--- src/rtl/pc_fetch_unit_if.sv ---
// pc_fetch_unit_if: control-unit/ALU inputs and fetch outputs of the fetch stage.
interface pc_fetch_unit_if #(
  parameter int PC_WIDTH = 10
);
  logic                i_button;
  logic                i_halt;
  logic                i_enable_clock;
  logic                i_control_jump;
  logic                i_beq;
  logic                i_bne;
  logic                i_pc_funct;
  logic                i_zero;
  logic [15:0]         i_branch_imm;
  logic [25:0]         i_jump_addr;
  logic [PC_WIDTH-1:0] o_pc;
  logic [31:0]         o_pc_plus1;
  logic                o_commit;
  logic                o_waiting;
  logic                o_halted;
  modport master (
    output i_button, i_halt, i_enable_clock, i_control_jump, i_beq, i_bne,
           i_pc_funct, i_zero, i_branch_imm, i_jump_addr,
    input  o_pc, o_pc_plus1, o_commit, o_waiting, o_halted
  );
  modport slave (
    input  i_button, i_halt, i_enable_clock, i_control_jump, i_beq, i_bne,
           i_pc_funct, i_zero, i_branch_imm, i_jump_addr,
    output o_pc, o_pc_plus1, o_commit, o_waiting, o_halted
  );
endinterface

--- src/rtl/pc_fetch_unit.sv ---
// pc_fetch_unit: PC register, next-PC selection, IN stall on a debounced button,
// halt, and the write-commit qualifier for the register file and data memory.
module pc_fetch_unit #(
  parameter int                  PC_WIDTH        = 10,
  parameter int                  DEBOUNCE_CYCLES = 16,
  parameter logic [PC_WIDTH-1:0] RESET_PC        = '0
) (
  input logic            clock,
  input logic            reset,
  pc_fetch_unit_if.slave bus
);
  localparam int CW = $clog2(DEBOUNCE_CYCLES);
  typedef enum logic [1:0] {RUN, WAIT_IN, HALTED} state_t;
  state_t              r_state, w_next_state;
  logic [PC_WIDTH-1:0] r_pc, w_next_pc, w_pc_inc, w_br_target;
  logic [1:0]          r_sync;
  logic [CW-1:0]       r_cnt;
  logic                r_deb, r_press, r_waiting, r_halted;
  logic                w_commit, w_taken, w_differs, w_settle, w_unused;
  assign w_pc_inc    = r_pc + PC_WIDTH'(1);
  assign w_br_target = w_pc_inc + PC_WIDTH'($signed(bus.i_branch_imm));
  assign w_taken     = (bus.i_beq & bus.i_zero) | (bus.i_bne & ~bus.i_zero);
  assign w_differs   = r_sync[1] != r_deb;
  assign w_settle    = w_differs & (r_cnt == CW'(DEBOUNCE_CYCLES - 1));
  assign w_unused    = ^bus.i_jump_addr[25:PC_WIDTH];
  always_ff @(posedge clock) begin
    if (!reset) begin
      r_state   <= RUN;
      r_pc      <= RESET_PC;
      r_sync    <= '0;
      r_deb     <= 1'b0;
      r_cnt     <= '0;
      r_press   <= 1'b0;
      r_waiting <= 1'b0;
      r_halted  <= 1'b0;
    end else begin
      r_state   <= w_next_state;
      r_pc      <= w_next_pc;
      r_sync    <= {r_sync[0], bus.i_button};
      r_deb     <= w_settle ? r_sync[1] : r_deb;
      r_cnt     <= (w_differs && !w_settle) ? r_cnt + CW'(1) : '0;
      // one-cycle pulse on the debounced 0->1 edge; dropped unless WAIT_IN consumes it
      r_press   <= w_settle & r_sync[1];
      r_waiting <= w_next_state == WAIT_IN;
      r_halted  <= w_next_state == HALTED;
    end
  end
  always_comb begin
    w_next_state = r_state;
    w_next_pc    = r_pc;
    w_commit     = 1'b0;
    case (r_state)
      RUN: begin
        if (bus.i_halt) w_next_state = HALTED;
        else if (!bus.i_enable_clock) w_next_state = WAIT_IN;
        else if (bus.i_pc_funct) begin
          w_commit  = 1'b1;
          w_next_pc = bus.i_control_jump ? bus.i_jump_addr[PC_WIDTH-1:0] :
                      w_taken ? w_br_target : w_pc_inc;
        end
      end
      WAIT_IN: begin
        if (r_press) begin
          w_commit     = 1'b1;
          w_next_pc    = w_pc_inc;
          w_next_state = RUN;
        end
      end
      default: ;
    endcase
  end
  assign bus.o_pc       = r_pc;
  assign bus.o_pc_plus1 = 32'(w_pc_inc);
  assign bus.o_commit   = reset & w_commit;
  assign bus.o_waiting  = r_waiting;
  assign bus.o_halted   = r_halted;
endmodule

--- src/flat_wrapper.sv ---
// flat-port wrapper written by rule: the top's interface ports become plain ports
module pc_fetch_unit_flat 
#(
  parameter int                  PC_WIDTH        = 10,
  parameter int                  DEBOUNCE_CYCLES = 16,
  parameter logic [PC_WIDTH-1:0] RESET_PC        = '0
)
  (clock, reset, bus_i_button, bus_i_halt, bus_i_enable_clock, bus_i_control_jump, bus_i_beq, bus_i_bne, bus_i_pc_funct, bus_i_zero, bus_i_branch_imm, bus_i_jump_addr, bus_o_pc, bus_o_pc_plus1, bus_o_commit, bus_o_waiting, bus_o_halted);
  pc_fetch_unit_if #(.PC_WIDTH(PC_WIDTH)) bus_i ();
  input logic clock;
  input logic reset;
  input wire logic [$bits(bus_i.i_button)-1:0] bus_i_button;
  input wire logic [$bits(bus_i.i_halt)-1:0] bus_i_halt;
  input wire logic [$bits(bus_i.i_enable_clock)-1:0] bus_i_enable_clock;
  input wire logic [$bits(bus_i.i_control_jump)-1:0] bus_i_control_jump;
  input wire logic [$bits(bus_i.i_beq)-1:0] bus_i_beq;
  input wire logic [$bits(bus_i.i_bne)-1:0] bus_i_bne;
  input wire logic [$bits(bus_i.i_pc_funct)-1:0] bus_i_pc_funct;
  input wire logic [$bits(bus_i.i_zero)-1:0] bus_i_zero;
  input wire logic [$bits(bus_i.i_branch_imm)-1:0] bus_i_branch_imm;
  input wire logic [$bits(bus_i.i_jump_addr)-1:0] bus_i_jump_addr;
  output wire logic [$bits(bus_i.o_pc)-1:0] bus_o_pc;
  output wire logic [$bits(bus_i.o_pc_plus1)-1:0] bus_o_pc_plus1;
  output wire logic [$bits(bus_i.o_commit)-1:0] bus_o_commit;
  output wire logic [$bits(bus_i.o_waiting)-1:0] bus_o_waiting;
  output wire logic [$bits(bus_i.o_halted)-1:0] bus_o_halted;
  assign bus_i.i_button = bus_i_button;
  assign bus_i.i_halt = bus_i_halt;
  assign bus_i.i_enable_clock = bus_i_enable_clock;
  assign bus_i.i_control_jump = bus_i_control_jump;
  assign bus_i.i_beq = bus_i_beq;
  assign bus_i.i_bne = bus_i_bne;
  assign bus_i.i_pc_funct = bus_i_pc_funct;
  assign bus_i.i_zero = bus_i_zero;
  assign bus_i.i_branch_imm = bus_i_branch_imm;
  assign bus_i.i_jump_addr = bus_i_jump_addr;
  assign bus_o_pc = bus_i.o_pc;
  assign bus_o_pc_plus1 = bus_i.o_pc_plus1;
  assign bus_o_commit = bus_i.o_commit;
  assign bus_o_waiting = bus_i.o_waiting;
  assign bus_o_halted = bus_i.o_halted;
  pc_fetch_unit #(.PC_WIDTH(PC_WIDTH), .DEBOUNCE_CYCLES(DEBOUNCE_CYCLES), .RESET_PC(RESET_PC)) u_core (.clock(clock), .reset(reset), .bus(bus_i));
endmodule
--- config.mk ---
export PLATFORM = sky130hd
export DESIGN_NAME = pc_fetch_unit_flat
export DESIGN_NICKNAME = d
export VERILOG_FILES = /design/src/rtl/pc_fetch_unit_if.sv /design/src/rtl/pc_fetch_unit.sv /design/src/flat_wrapper.sv
export SDC_FILE = /design/constraint.sdc
export NUM_CORES = 1
export LEC_CHECK = 0
export CAP_MARGIN = 20
export CORE_AREA = 3 3 69 71
export DETAILED_ROUTE_END_ITERATION = 7
export DIE_AREA = 0 0 72 74
export PLACE_DENSITY = 0.86
export SYNTH_ARGS = -nofsm -noshare
export SYNTH_HDL_FRONTEND = slang
export SYNTH_SLANG_ARGS = --single-unit
--- constraint.sdc ---
create_clock -name clock -period 4.3 [get_ports clock]
set_input_delay 0.43 -clock clock [delete_from_list [all_inputs] [get_ports clock]]
set_output_delay 0.43 -clock clock [all_outputs]
set_load 0.01 [all_outputs]
==> After elaboration in Yosys (flattened, before gate mapping) <==
Cells that the tools add are included.
{ "classes": {"mux": 16, "bitwise": 7, "n_eq_ne": 9, "reduce_logical": 6, "n_addsub": 3} }
{ "op_table": {"columns": ["op", "count"], "rows": [
  ["2-to-1 mux 10 bit", 6],
  ["case mux 10 bit (2 select lines)", 1],
  ["adder 10 x 1 -> 10 bit (second input constant)", 1],
  ["adder 10 bit", 1],
  ["2-to-1 mux 2 bit", 3],
  ["!= test 2 bit (second input constant)", 3],
  ["AND 1 bit", 5],
  ["AND reduction 5 bit", 1],
  ["adder 4 x 1 -> 4 bit (second input constant)", 1],
  ["equality test 2 x 1 -> 1 bit (second input constant)", 2],
  ["equality test 4 bit (second input constant)", 1],
  ["2-to-1 mux 1 bit", 4],
  ["case mux 2 bit (2 select lines)", 1],
  ["equality test 2 bit (second input constant)", 1],
  ["logical NOT 2 bit", 1],
  ["!= test 2 x 1 -> 1 bit (second input constant)", 1],
  ["case mux 1 bit (2 select lines)", 1],
  ["AND reduction 2 bit", 1],
  ["nonzero test 2 bit", 1],
  ["logical AND 1 bit", 1],
  ["logical NOT 1 bit", 1],
  ["!= test 1 bit", 1],
  ["inverter 1 bit", 1],
  ["bitwise OR 1 bit", 1]
]} }
{ "totals": {"input_bits": 52, "register_bits": 22, "out_inout_bits": 45, "wordCells": 49} }

==> Logic depth before layout (Yosys ltp) <==
Gate-level depths: netlist of run 1.
{ "logic_depth": {"depth_word": 9, "depth_mapped": 10, "ltp_nobuf": 10} }

==> Worst setup path before layout of run 1 <==
OpenSTA, ideal clock, no wires.
{ "synth_path": {"path_kind": "flip-flop to flip-flop", "startpoint": "register u_core.r_pc[0] (netlist: u_core.bus.o_pc[0])", "endpoint": "register u_core.r_pc[9] (netlist: u_core.bus.o_pc[9])", "period_less_slack_ns": 2.865, "stages_incl_launch_ff": 11, "path_buffers": 0, "path_slack_ns": 1.435, "arrival_time_ns": 2.744, "setup_ns": 0.120, "required_ns": 4.180, "cell_sequence": "dfxtp_1 -> ha_1 -> nand3_1 -> xnor2_1 -> ha_1 -> a21oi_2 -> and2_4 -> a211oi_2 -> or3_4 -> a2111oi_4 -> nor2_2"} }
{ "synth_via": {"elab_chain_cells": 8, "elab_cells_between_ends": 9, "classes_between": "add/sub: 2; mux: 7"} }
{ "synth_lines": {"columns": ["element", "line_no", "text"], "rows": [
  ["from (decl)", "pc_fetch_unit.sv:15", "logic [PC_WIDTH-1:0] r_pc, w_next_pc, w_pc_inc, w_br_target;"],
  ["from (signal assigned)", "pc_fetch_unit.sv:38", "r_pc <= w_next_pc;"],
  ["adder 10 x 1 -> 10 bit", "pc_fetch_unit.sv:20", "assign w_pc_inc = r_pc + PC_WIDTH'(1);"],
  ["via bus_o_pc_plus1[4]", "flat_wrapper.sv:23", "output wire logic [$bits(bus_i.o_pc_plus1)-1:0] bus_o_pc_plus1;"],
  ["adder 10 bit", "pc_fetch_unit.sv:21", "assign w_br_target = w_pc_inc + PC_WIDTH'($signed(bus.i_branch_imm));"],
  ["2-to-1 mux 10 bit", "pc_fetch_unit.sv:59", "w_taken ? w_br_target : w_pc_inc;"],
  ["2-to-1 mux 10 bit", "pc_fetch_unit.sv:58", "w_next_pc = bus.i_control_jump ? bus.i_jump_addr[PC_WIDTH-1:0] :"],
  ["2-to-1 mux 10 bit", "pc_fetch_unit.sv:56", "else if (bus.i_pc_funct) begin"],
  ["2-to-1 mux 10 bit", "pc_fetch_unit.sv:55", "else if (!bus.i_enable_clock) w_next_state = WAIT_IN;"],
  ["2-to-1 mux 10 bit", "pc_fetch_unit.sv:54", "if (bus.i_halt) w_next_state = HALTED;"],
  ["case mux 10 bit (2 select lines)", "pc_fetch_unit.sv:52", "case (r_state)"]
]} }
The timed path passes the listed nets, and every way through them passes these cells. The select of a mux whose other input is x is not followed.
A chain may end at the register's enable or synchronous reset.

==> Worst setup path after layout of run 1 <==
{ "layout_path": {"startpoint": "register u_core.r_pc[0] (netlist: u_core.bus.o_pc[0])", "endpoint": "register u_core.r_pc[9] (netlist: u_core.bus.o_pc[9])"} }
{ "layout_via": {"elab_chain_cells": 8, "elab_cells_between_ends": 9, "classes_between": "add/sub: 2; mux: 7"} }
{ "layout_lines": {"columns": ["element", "line_no"], "rows": [
  ["adder 10 x 1 -> 10 bit (*)", "pc_fetch_unit.sv:20"],
  ["adder 10 bit", "pc_fetch_unit.sv:21"],
  ["2-to-1 mux 10 bit", "pc_fetch_unit.sv:59"],
  ["2-to-1 mux 10 bit", "pc_fetch_unit.sv:58"],
  ["2-to-1 mux 10 bit", "pc_fetch_unit.sv:56"],
  ["2-to-1 mux 10 bit", "pc_fetch_unit.sv:55"],
  ["2-to-1 mux 10 bit", "pc_fetch_unit.sv:54"],
  ["case mux 10 bit (2 select lines) (*)", "pc_fetch_unit.sv:52"]
]} }
Every way passes the cells marked *; elsewhere a longest branch is shown, timed or not. The select of a mux whose other input is x is not followed.

==> impl_metrics.toml, run 1 <==
[outcome]
run_status = "complete, no violations"

[pwr]
total_leakage_power_nw = 0.962
p_switching_mw = 0.145
cellInternalPower_mw = 0.350
ir_worst_vdd_mv = 0.0828
power-per-cell-area_nw_per_um2 = 213
clock_power_share_pct = 24.6
switching_share_pct = 29.2
seqPwrFrac_pct = 44.7
pwr-share-comb_pct = 30.7

[finish]
drive_gt1_share_pct = 6.49
design_area_sq_um = 2320
num_antenna_cells = 0
design.final.nets = 328
areaGrowthSynthToFinish_pct = 28.8
layout.cells.non_filler = 314
layout_commonest_cell = "clkdlybuf4s50_1"
commonest_non_fill_non_tap_cells_in_the_layout = "clkdlybuf4s50_1, conb_1, dfxtp_1, nand2_1, nor2_1"

[sta]
totalNegativeSetupSlack_ns = 0
report.final.hold_viol_count = 0
post-route-min-period_ns = 3.08
slew-limit-headroom_pct = 38.0
f_max_ghz = 0.324
worst-slew-pin-transition_ns = 0.928
setup_failing_eps_final = 0
fin_worst_hold_slack_ns = 0.436
unrepaired_setup_endpoints_after_global_routing = "false"
timing.final.crit_share_pct = 71.7
timing.clock.skew_ns = 0.00447
setup_slack_ns = 1.22
drv_slew = 0

[global_route]
number_of_antenna_violations_at_the_first_check_in_global_routing = 0
global_route.usage.met3_pct = 2.70
grt.met2_usage_pct = 27.6
grtUsageTotal_pct = 16.0
top_usage_layer = "met2"
pin_count_of_the_biggest_net_entering_global_routing = 21
grt_pass1_wl_mm = 6.94
groute.layer.met1.usage_pct = 21.9
vias_in_the_first_global_route = 1511
gr-total-overflow = 0

[die]
core_area_sq_um = 4290
floorplan.initialDensity_pct = 42.0
die_area_sq_um = 5330
die_x_um = 72
die_y_um = 74
design.portCount = 97
rows = 24

[clock_network]
tritoncts = "yes"
postCtsSetupRepairBufs = 0
tritoncts.num_buffers = 3
worst_path_clk_slew_ns = 0.07
cell_chosen_for_the_clock_root = "clkbuf_8"
clock_sink_count = 22
cts_max_path_buffers = 2
cts_max_level = 1
ctsHoldBuffers = 0
worst_skew_pair.late_latency_ns = 0.25
ctsResizeCount = 0

[routing]
drc = 0
postRouteAntennaNets = 0
via_count = 1679
first_iter_violations = 163
postRouteWirelength_mm = 4.21
first_pass_iters = 4
routed_via_density = 5.35
wl_per_cell_um = 13.4

[setup_path]
worst_ep_arrival_time_ns = 3.23
critPathLaunchType = "flop"
crit_path_start = "u_core.bus.o_pc[0]"
crit_type = "flop to flop"
setup.worst_path.end_class = "flop"
critical_path_required_ns = 4.45
rr_startpoint = "u_core.bus.o_pc[0]"
worst-path-max-fanout = 9

[logic_synthesis]
synth.avg_cell_area_sq_um = 8.46
syn_inst = 213
ys_types = 51
synth_area_sq_um = 1800
synthFlopType = "dfxtp_1"
post_synth_edffs = 0
synth.yosys.seq_area_share_pct = 24.4
synth_area_leaders = "dfxtp_1, buf_4, ha_1"
synth.largest_area_cell = "dfxtp_1"
synth-warning-count = 0
synth_top_area_share_pct = 24.4
synthArstFlopShare_pct = 0
synth-seq-cells = 22

[placed_design]
place_area_sq_um = 2280
place_hpwl_mm = 3.46
pre_cts_ws_ns = 1.25
place.gp.congestion = 0.834
buffer_ports.inserted = 52
placed_cells = 311

[worst_hold_path]
hp-class = "flop to flop"
min_from = "u_core.r_sync[0]"

[flow_run]
max_cap_viol_count = 0
-- final cells by class --
| cell class | instances | area (sq um) |
|---|---|---|
| multi-input combinational | 180 | 1240 |
| sequential | 22 | 440 |
| clock buffer | 3 | 41.3 |
| inverter | 5 | 18.8 |
| timing repair buffer | 52 | 520 |
| fill | 398 | 1970 |
| tap | 52 | 65.1 |
-- cells in the mapped netlist, drive strengths merged, types with 5 or more instances --
library cell,n
dfxtp,22
nor3,5
xor2,6
nand2,16
o21ai,12
xnor2,10
buf,24
nand3,13
inv,5
nor2,14
a21oi,14
ha,11
-- per-layer routing --
| layer | wire length, um | up-vias |
|---|---|---|
| li1 | - | 830 |
| met1 | 1840 | 766 |
| met2 | 2020 | 83 |
| met3 | 345 | 0 |
| met4 | 0 | 0 |
| met5 | 0 | - |
-- power groups by stage --
stage                     combinational [mW]  clock [mW]  sequential, mW
after CTS                              0.152       0.127           0.221
after global routing                   0.167       0.137           0.223
after floorplan                        0.104           0           0.225
after global placement                 0.149           0           0.225
final                                  0.152       0.122           0.221
after detailed placement               0.151           0           0.226
-- kinds of logic after synthesis --
family,count (synthesis),synth area share [%]
adders and majority gates,12,8.74
and+or+nand+nor,70,21.5
other,1,0.208
buffers and inverters,32,11.4
muxes,4,2.29
DFF,22,24.4
xor gates and xnor gates,16,8.19
AOI/OAI and AO/OA,56,23.2
-- worst max-delay path: stages (launching register included) --
cell	delay (ns)
dfxtp_1	0.50
ha_1	0.37
nand3_1	0.13
xnor2_1	0.36
ha_1	0.37
a21oi_2	0.16
and2_4	0.17
a211oi_2	0.08
or3_4	0.42
a2111oi_4	0.36
nor2_2	0.05
-- state kept, by name, summed over array words and instances, names as in the netlist --
register              cells
u_core.bus.o_pc          10
u_core.r_cnt              4
u_core.r_state            2
u_core.r_sync             2
u_core.bus.o_halted       1
u_core.bus.o_waiting      1
u_core.r_deb              1
u_core.r_press            1
-- worst paths after layout --
kind | endpoint | slack (ns) | depth (start not counted)
max | u_core.bus.o_pc[9] | 1.22 | 10
min | u_core.r_sync[1] | 0.44 | 1
max reg2reg | u_core.bus.o_pc[9] | 1.22 | 10
min reg2reg | u_core.r_sync[1] | 0.44 | 1
-- per-stage QoR --
stage                     power (mW)  util [%]
after floorplan                0.329         -
after CTS                      0.499      54.1
after global routing           0.527      54.1
after global placement         0.375      53.1
final                          0.495      54.1
after detailed placement       0.377      53.1
Note: power is estimated with default switching activity, not from simulation.
==> run 2: changes to the inputs <==
--- a/config.mk
+++ b/config.mk
@@ -6,10 +6,10 @@
 export NUM_CORES = 1
 export LEC_CHECK = 0
 export CAP_MARGIN = 20
-export CORE_AREA = 3 3 69 71
+export CORE_AREA = 3 3 72 74
 export DETAILED_ROUTE_END_ITERATION = 7
-export DIE_AREA = 0 0 72 74
-export PLACE_DENSITY = 0.86
+export DIE_AREA = 0 0 75 77
+export PLACE_DENSITY = 0.79
 export SYNTH_ARGS = -nofsm -noshare
 export SYNTH_HDL_FRONTEND = slang
 export SYNTH_SLANG_ARGS = --single-unit
==> constraint.sdc (replaced) <==
create_clock -name clock -period 2.9 [get_ports clock]
set_input_delay 0.29 -clock clock [delete_from_list [all_inputs] [get_ports clock]]
set_output_delay 0.29 -clock clock [all_outputs]
set_load 0.01 [all_outputs]
==> run 2 against run 1 <==
Combinational power rose by 61%. First-iteration DRC count fell by 20%. Final cell count rose by 4.8%. Sequential share of layout area fell by 0.85 points. Hold slack got worse by 0.0017 ns. Clock-buffer cell count rose by 1. Fmax rose by 15%. Non-clock buffer count rose by 12. Sequential power rose by 47%. Register-to-register slack got worse by 0.99 ns. Sequential cell count did not move. Largest cell class unchanged. Largest power group unchanged.
==> impl_metrics.toml, run 2 (synthesis gave the netlist of run 1 again) <==
[pwr]
power-per-cell-area_nw_per_um2 = 322
ir_worst_vdd_mv = 0.179
total_leakage_power_nw = 1.03
report.power.total_mw = 0.783

[sta]
setup_slack_ns = 0.226
unrepaired_setup_endpoints_after_global_routing = "false"
timing.final.crit_share_pct = 92.2
setup_failing_eps_final = 0
totalNegativeSetupSlack_ns = 0
report.final.hold_viol_count = 0
post-route-min-period_ns = 2.67
worst-slew-pin-transition_ns = 0.532
f_max_ghz = 0.374
slew-limit-headroom_pct = 64.4
timing.clock.skew_ns = 0.00372
drv_slew = 0

[routing]
postRouteAntennaNets = 0
routed_via_density = 5.27
wl_per_cell_um = 13.9
via_count = 1734
drc = 0
first_iter_violations = 130
first_pass_iters = 4
postRouteWirelength_mm = 4.57

[global_route]
top_usage_layer = "met2"
number_of_antenna_violations_at_the_first_check_in_global_routing = 0
vias_in_the_first_global_route = 1644
grt_pass1_wl_mm = 7.32
grt.met2_usage_pct = 27.2
groute.layer.met1.usage_pct = 20.3
grtUsageTotal_pct = 15.7
pin_count_of_the_biggest_net_entering_global_routing = 21
gr-total-overflow = 0
global_route.usage.met3_pct = 3.28

[placed_design]
pre_cts_ws_ns = 0.236
place_hpwl_mm = 3.71
place_area_sq_um = 2370
buffer_ports.inserted = 52
place.gp.congestion = 0.796

[clock_network]
worst_path_clk_slew_ns = 0.08
postCtsSetupRepairBufs = 0
cell_chosen_for_the_clock_root = "clkbuf_8"
cts_max_path_buffers = 2
ctsHoldBuffers = 0
ctsResizeCount = 0
clock_sink_count = 22
cts_max_level = 1
tritoncts.num_buffers = 3
worst_skew_pair.late_latency_ns = 0.26
tritoncts = "yes"

[worst_hold_path]
hp-class = "flop to flop"

[die]
die_y_um = 77
die_area_sq_um = 5780
die_x_um = 75
floorplan.initialDensity_pct = 38.7
core_area_sq_um = 4660
rows = 25
design.portCount = 97

[finish]
largest_register_ffs = 10
areaGrowthSynthToFinish_pct = 34.8
design_area_sq_um = 2430
layout_commonest_cell = "clkdlybuf4s50_1"
drive_gt1_share_pct = 11.3
num_antenna_cells = 0
design.final.nets = 340
fillers = 456
commonest_non_fill_non_tap_cells_in_the_layout = "clkdlybuf4s50_1, conb_1, dfxtp_1, nand2_1, nor2_1"

[flow_run]
max_cap_viol_count = 0

[setup_path]
critical_path_required_ns = 3.05
critPathLaunchType = "flop"
setup.worst_path.end_class = "flop"
worst-path-max-fanout = 6
worst_ep_arrival_time_ns = 2.83
crit_type = "flop to flop"

[outcome]
run_status = "complete, no violations"
[run 2: changes by cell type in the layout (fill, tap and decap cells not counted)]
cell and change:
ha_1 -1, clkbuf_8 +1, ha_2 +1, buf_4 +12
[run 2: layout make-up]
type / count / area (sq um) / area share [%]
Sequential cell: 22 / 440 / 18.1
Tap cell: 54 / 67.6 / 2.78
Multi-Input combinational cell: 180 / 1240 / 51.0
Inverter: 5 / 18.8 / 0.772
Timing Repair Buffer: 64 / 611 / 25.1
Clock buffer: 4 / 55.1 / 2.26
[run 2: worst paths after layout]
| kind | startpoint | depth (start not counted) | to | slack [ns] |
|---|---|---|---|---|
| worst max register to register | u_core.bus.o_pc[1] | 10 | u_core.bus.o_pc[9] | 0.23 |
| worst min register to register | u_core.r_sync[0] | 1 | u_core.r_sync[1] | 0.43 |
| worst min-delay path | u_core.r_sync[0] | 1 | u_core.r_sync[1] | 0.43 |
| worst max-delay path | u_core.bus.o_pc[1] | 10 | u_core.bus.o_pc[9] | 0.23 |
[run 2: metrics by stage]
| step | cells | hold WS [ns] | utilization [%] |
|---|---|---|---|
| final | 329 | 0.435 | 52.2 |
| after global routing | 329 | 0.452 | 52.2 |
| after CTS | 329 | 0.437 | 52.1 |
| after detailed placement | 325 | 0.419 | 50.9 |
| after global placement | 325 | 0.417 | 50.9 |
| after floorplan | 234 | 0.412 | - |
[run 2: critical path, cell delays in order, from the launching register on]
cell       delay, ns
dfxtp_1         0.34
ha_2            0.26
nand3_1         0.11
xnor2_1         0.27
ha_1            0.35
a21oi_2         0.16
and2_4          0.17
a211oi_2        0.08
or3_4           0.42
a2111oi_4       0.37
nor2_2          0.05
[run 2: power breakdown]
group,internal [mW],total [mW],switching [mW]
registers,0.313,0.325,0.0116
clock network,0.121,0.214,0.0930
logic,0.123,0.244,0.121
[run 2: metal layers]
layer	vias up	routed length, um
met4	0	8
met2	77	2240
met3	4	344
li1	856	-
met1	797	1980
met5	-	0
==> run 3: changes to the inputs <==
--- a/config.mk
+++ b/config.mk
@@ -6,10 +6,11 @@
 export NUM_CORES = 1
 export LEC_CHECK = 0
 export CAP_MARGIN = 20
-export CORE_AREA = 3 3 72 74
+export CORE_AREA = 5 5 74 76
 export DETAILED_ROUTE_END_ITERATION = 7
-export DIE_AREA = 0 0 75 77
-export PLACE_DENSITY = 0.79
+export DIE_AREA = 0 0 79 81
+export PLACE_DENSITY = 0.82
+export SKIP_LAST_GASP = 1
 export SYNTH_ARGS = -nofsm -noshare
 export SYNTH_HDL_FRONTEND = slang
 export SYNTH_SLANG_ARGS = --single-unit
==> run 3 against run 2 <==
Final cell count is the same. Clock-buffer cell count fell by 1. Total power rose by 8.3%. Non-clock buffer count unchanged. Clock power grew 31%. Clock skew up 0.0037 ns. Fmax about the same. Design area is 0.57% higher. Core utilization is 0.30 points higher. Die area up 11%. Sequential cell count unchanged. Critical path type unchanged. Critical endpoint unchanged. Largest cell class unchanged. Largest power group unchanged.
==> impl_metrics.toml, run 3 (synthesis gave the netlist of run 1 again) <==
[flow_run]
max_cap_viol_count = 0

[sta]
timing.clock.skew_ns = 0.00744
drv_slew = 0
report.final.hold_viol_count = 0
totalNegativeSetupSlack_ns = 0
worst-slew-pin-transition_ns = 0.504
unrepaired_setup_endpoints_after_global_routing = "false"
f_max_ghz = 0.374
timing.final.crit_share_pct = 92.1
setup_failing_eps_final = 0
slew-limit-headroom_pct = 66.3
post-route-min-period_ns = 2.67

[finish]
layout.cells.non_filler = 329
design.final.nets = 340
num_antenna_cells = 0
drive_gt1_share_pct = 10.9
areaGrowthSynthToFinish_pct = 35.6
layout_commonest_cell = "clkdlybuf4s50_1"
commonest_non_fill_non_tap_cells_in_the_layout = "clkdlybuf4s50_1, conb_1, dfxtp_1, nand2_1, nor2_1"
largest_register_ffs = 10

[global_route]
grt_pass1_wl_mm = 7.46
grtUsageTotal_pct = 14.5
number_of_antenna_violations_at_the_first_check_in_global_routing = 0
vias_in_the_first_global_route = 1637
pin_count_of_the_biggest_net_entering_global_routing = 21
gr-total-overflow = 0

[worst_hold_path]
hp-class = "flop to flop"
min_from = "u_core.r_sync[0]"
hold_end = "u_core.r_sync[1]"
hold_depth = 1

[setup_path]
worst_reg_to_reg_setup_slack_ns = 0.23
rr_endpoint = "u_core.bus.o_pc[9]"
critical_path_required_ns = 3.06
crit_type = "flop to flop"
critPathLaunchType = "flop"
setup.worst_path.end_class = "flop"
worst-path-max-fanout = 6
rr_startpoint = "u_core.bus.o_pc[1]"
worstRegToRegCells = 10
worst_ep_arrival_time_ns = 2.83

[clock_network]
ctsResizeCount = 0
clock_sink_count = 22
worst_skew_pair.late_latency_ns = 0.26
worst_path_clk_slew_ns = 0.08
tritoncts = "yes"
cts_max_level = 1
cell_chosen_for_the_clock_root = "clkbuf_8"
ctsHoldBuffers = 0
cts_max_path_buffers = 2
tritoncts.num_buffers = 3
postCtsSetupRepairBufs = 0

[die]
die_area_sq_um = 6400
rows = 25
die_x_um = 79
floorplan.initialDensity_pct = 38.7
design.portCount = 97
die_y_um = 81
core_area_sq_um = 4660

[pwr]
ir_worst_vdd_mv = 0.228
total_leakage_power_nw = 1.04
power-per-cell-area_nw_per_um2 = 347

[routing]
postRouteAntennaNets = 0
postRouteWirelength_mm = 4.70
drc = 0
wl_per_cell_um = 14.3
first_iter_violations = 107
first_pass_iters = 4
via_count = 1715
routed_via_density = 5.21

[placed_design]
place.gp.congestion = 0.935
placed_cells = 325
place_hpwl_mm = 3.89
buffer_ports.inserted = 52

[outcome]
run_status = "complete, no violations"
-- run 3: how the worst max path moves through the flow --
stage / startpoint / to / slack (ns) / depth (start not counted)
finish: u_core.bus.o_pc[1] / u_core.bus.o_pc[9] / 0.23 / 10
global route: u_core.bus.o_pc[1] / u_core.bus.o_pc[9] / 0.05 / 10
CTS: u_core.bus.o_pc[1] / u_core.bus.o_pc[9] / 0.19 / 10
detailed placement: u_core.bus.o_pc[1] / u_core.bus.o_pc[9] / 0.21 / 10
global placement: u_core.bus.o_pc[0] / u_core.bus.o_pc[9] / 0.23 / 10
floorplan: u_core.bus.o_pc[0] / u_core.bus.o_pc[9] / 0.04 / 10
-- run 3: through the flow --
step           total power [mW]  setup slack (ns)  hold WS [ns]  area (sq um)  utilization [%]
6_report                  0.848             0.229         0.445          2440             52.5
5_1_grt                   0.897            0.0536         0.469          2440             52.5
4_1_cts                   0.855             0.191         0.449          2440             52.5
3_5_place_dp              0.573             0.206         0.432          2370             50.9
3_3_place_gp              0.570             0.228         0.421          2370             50.9
2_1_floorplan             0.487            0.0353         0.412          1880                -
-- run 3: where the power goes --
group | switching, mW | internal, mW | leakage (nW)
registers | 0.0122 | 0.313 | 0.179
clock network | 0.0958 | 0.184 | 0.0357
logic | 0.120 | 0.123 | 0.824
total | 0.228 | 0.620 | 1.04
-- run 3: area by class of cell --
| cell class | count | area, sq um |
|---|---|---|
| fillers | 454 | 2220 |
| multi-input cells | 180 | 1240 |
| repair buffers | 64 | 611 |
| flip-flops and latches | 22 | 440 |
| well taps | 54 | 67.6 |
| clock buffers | 3 | 41.3 |
| clock inverters | 1 | 30.0 |
| inverters | 5 | 18.8 |
-- run 3: layer usage --
layer,part of all wire [%],GRT usage [%],up-vias
li1,-,-,851
met1,46,19.6,792
met2,45,22.9,70
met3,9.0,4.66,2
met4,0.38,2.58,0
met5,0,0,-
-- run 3: critical path, cell delays in order (launching register included) --
cell	delay [ns]
dfxtp_1	0.34
ha_1	0.30
nand3_1	0.14
xnor2_1	0.23
ha_1	0.34
a21oi_2	0.17
and2_4	0.17
a211oi_2	0.08
or3_4	0.42
a2111oi_4	0.36
nor2_2	0.05
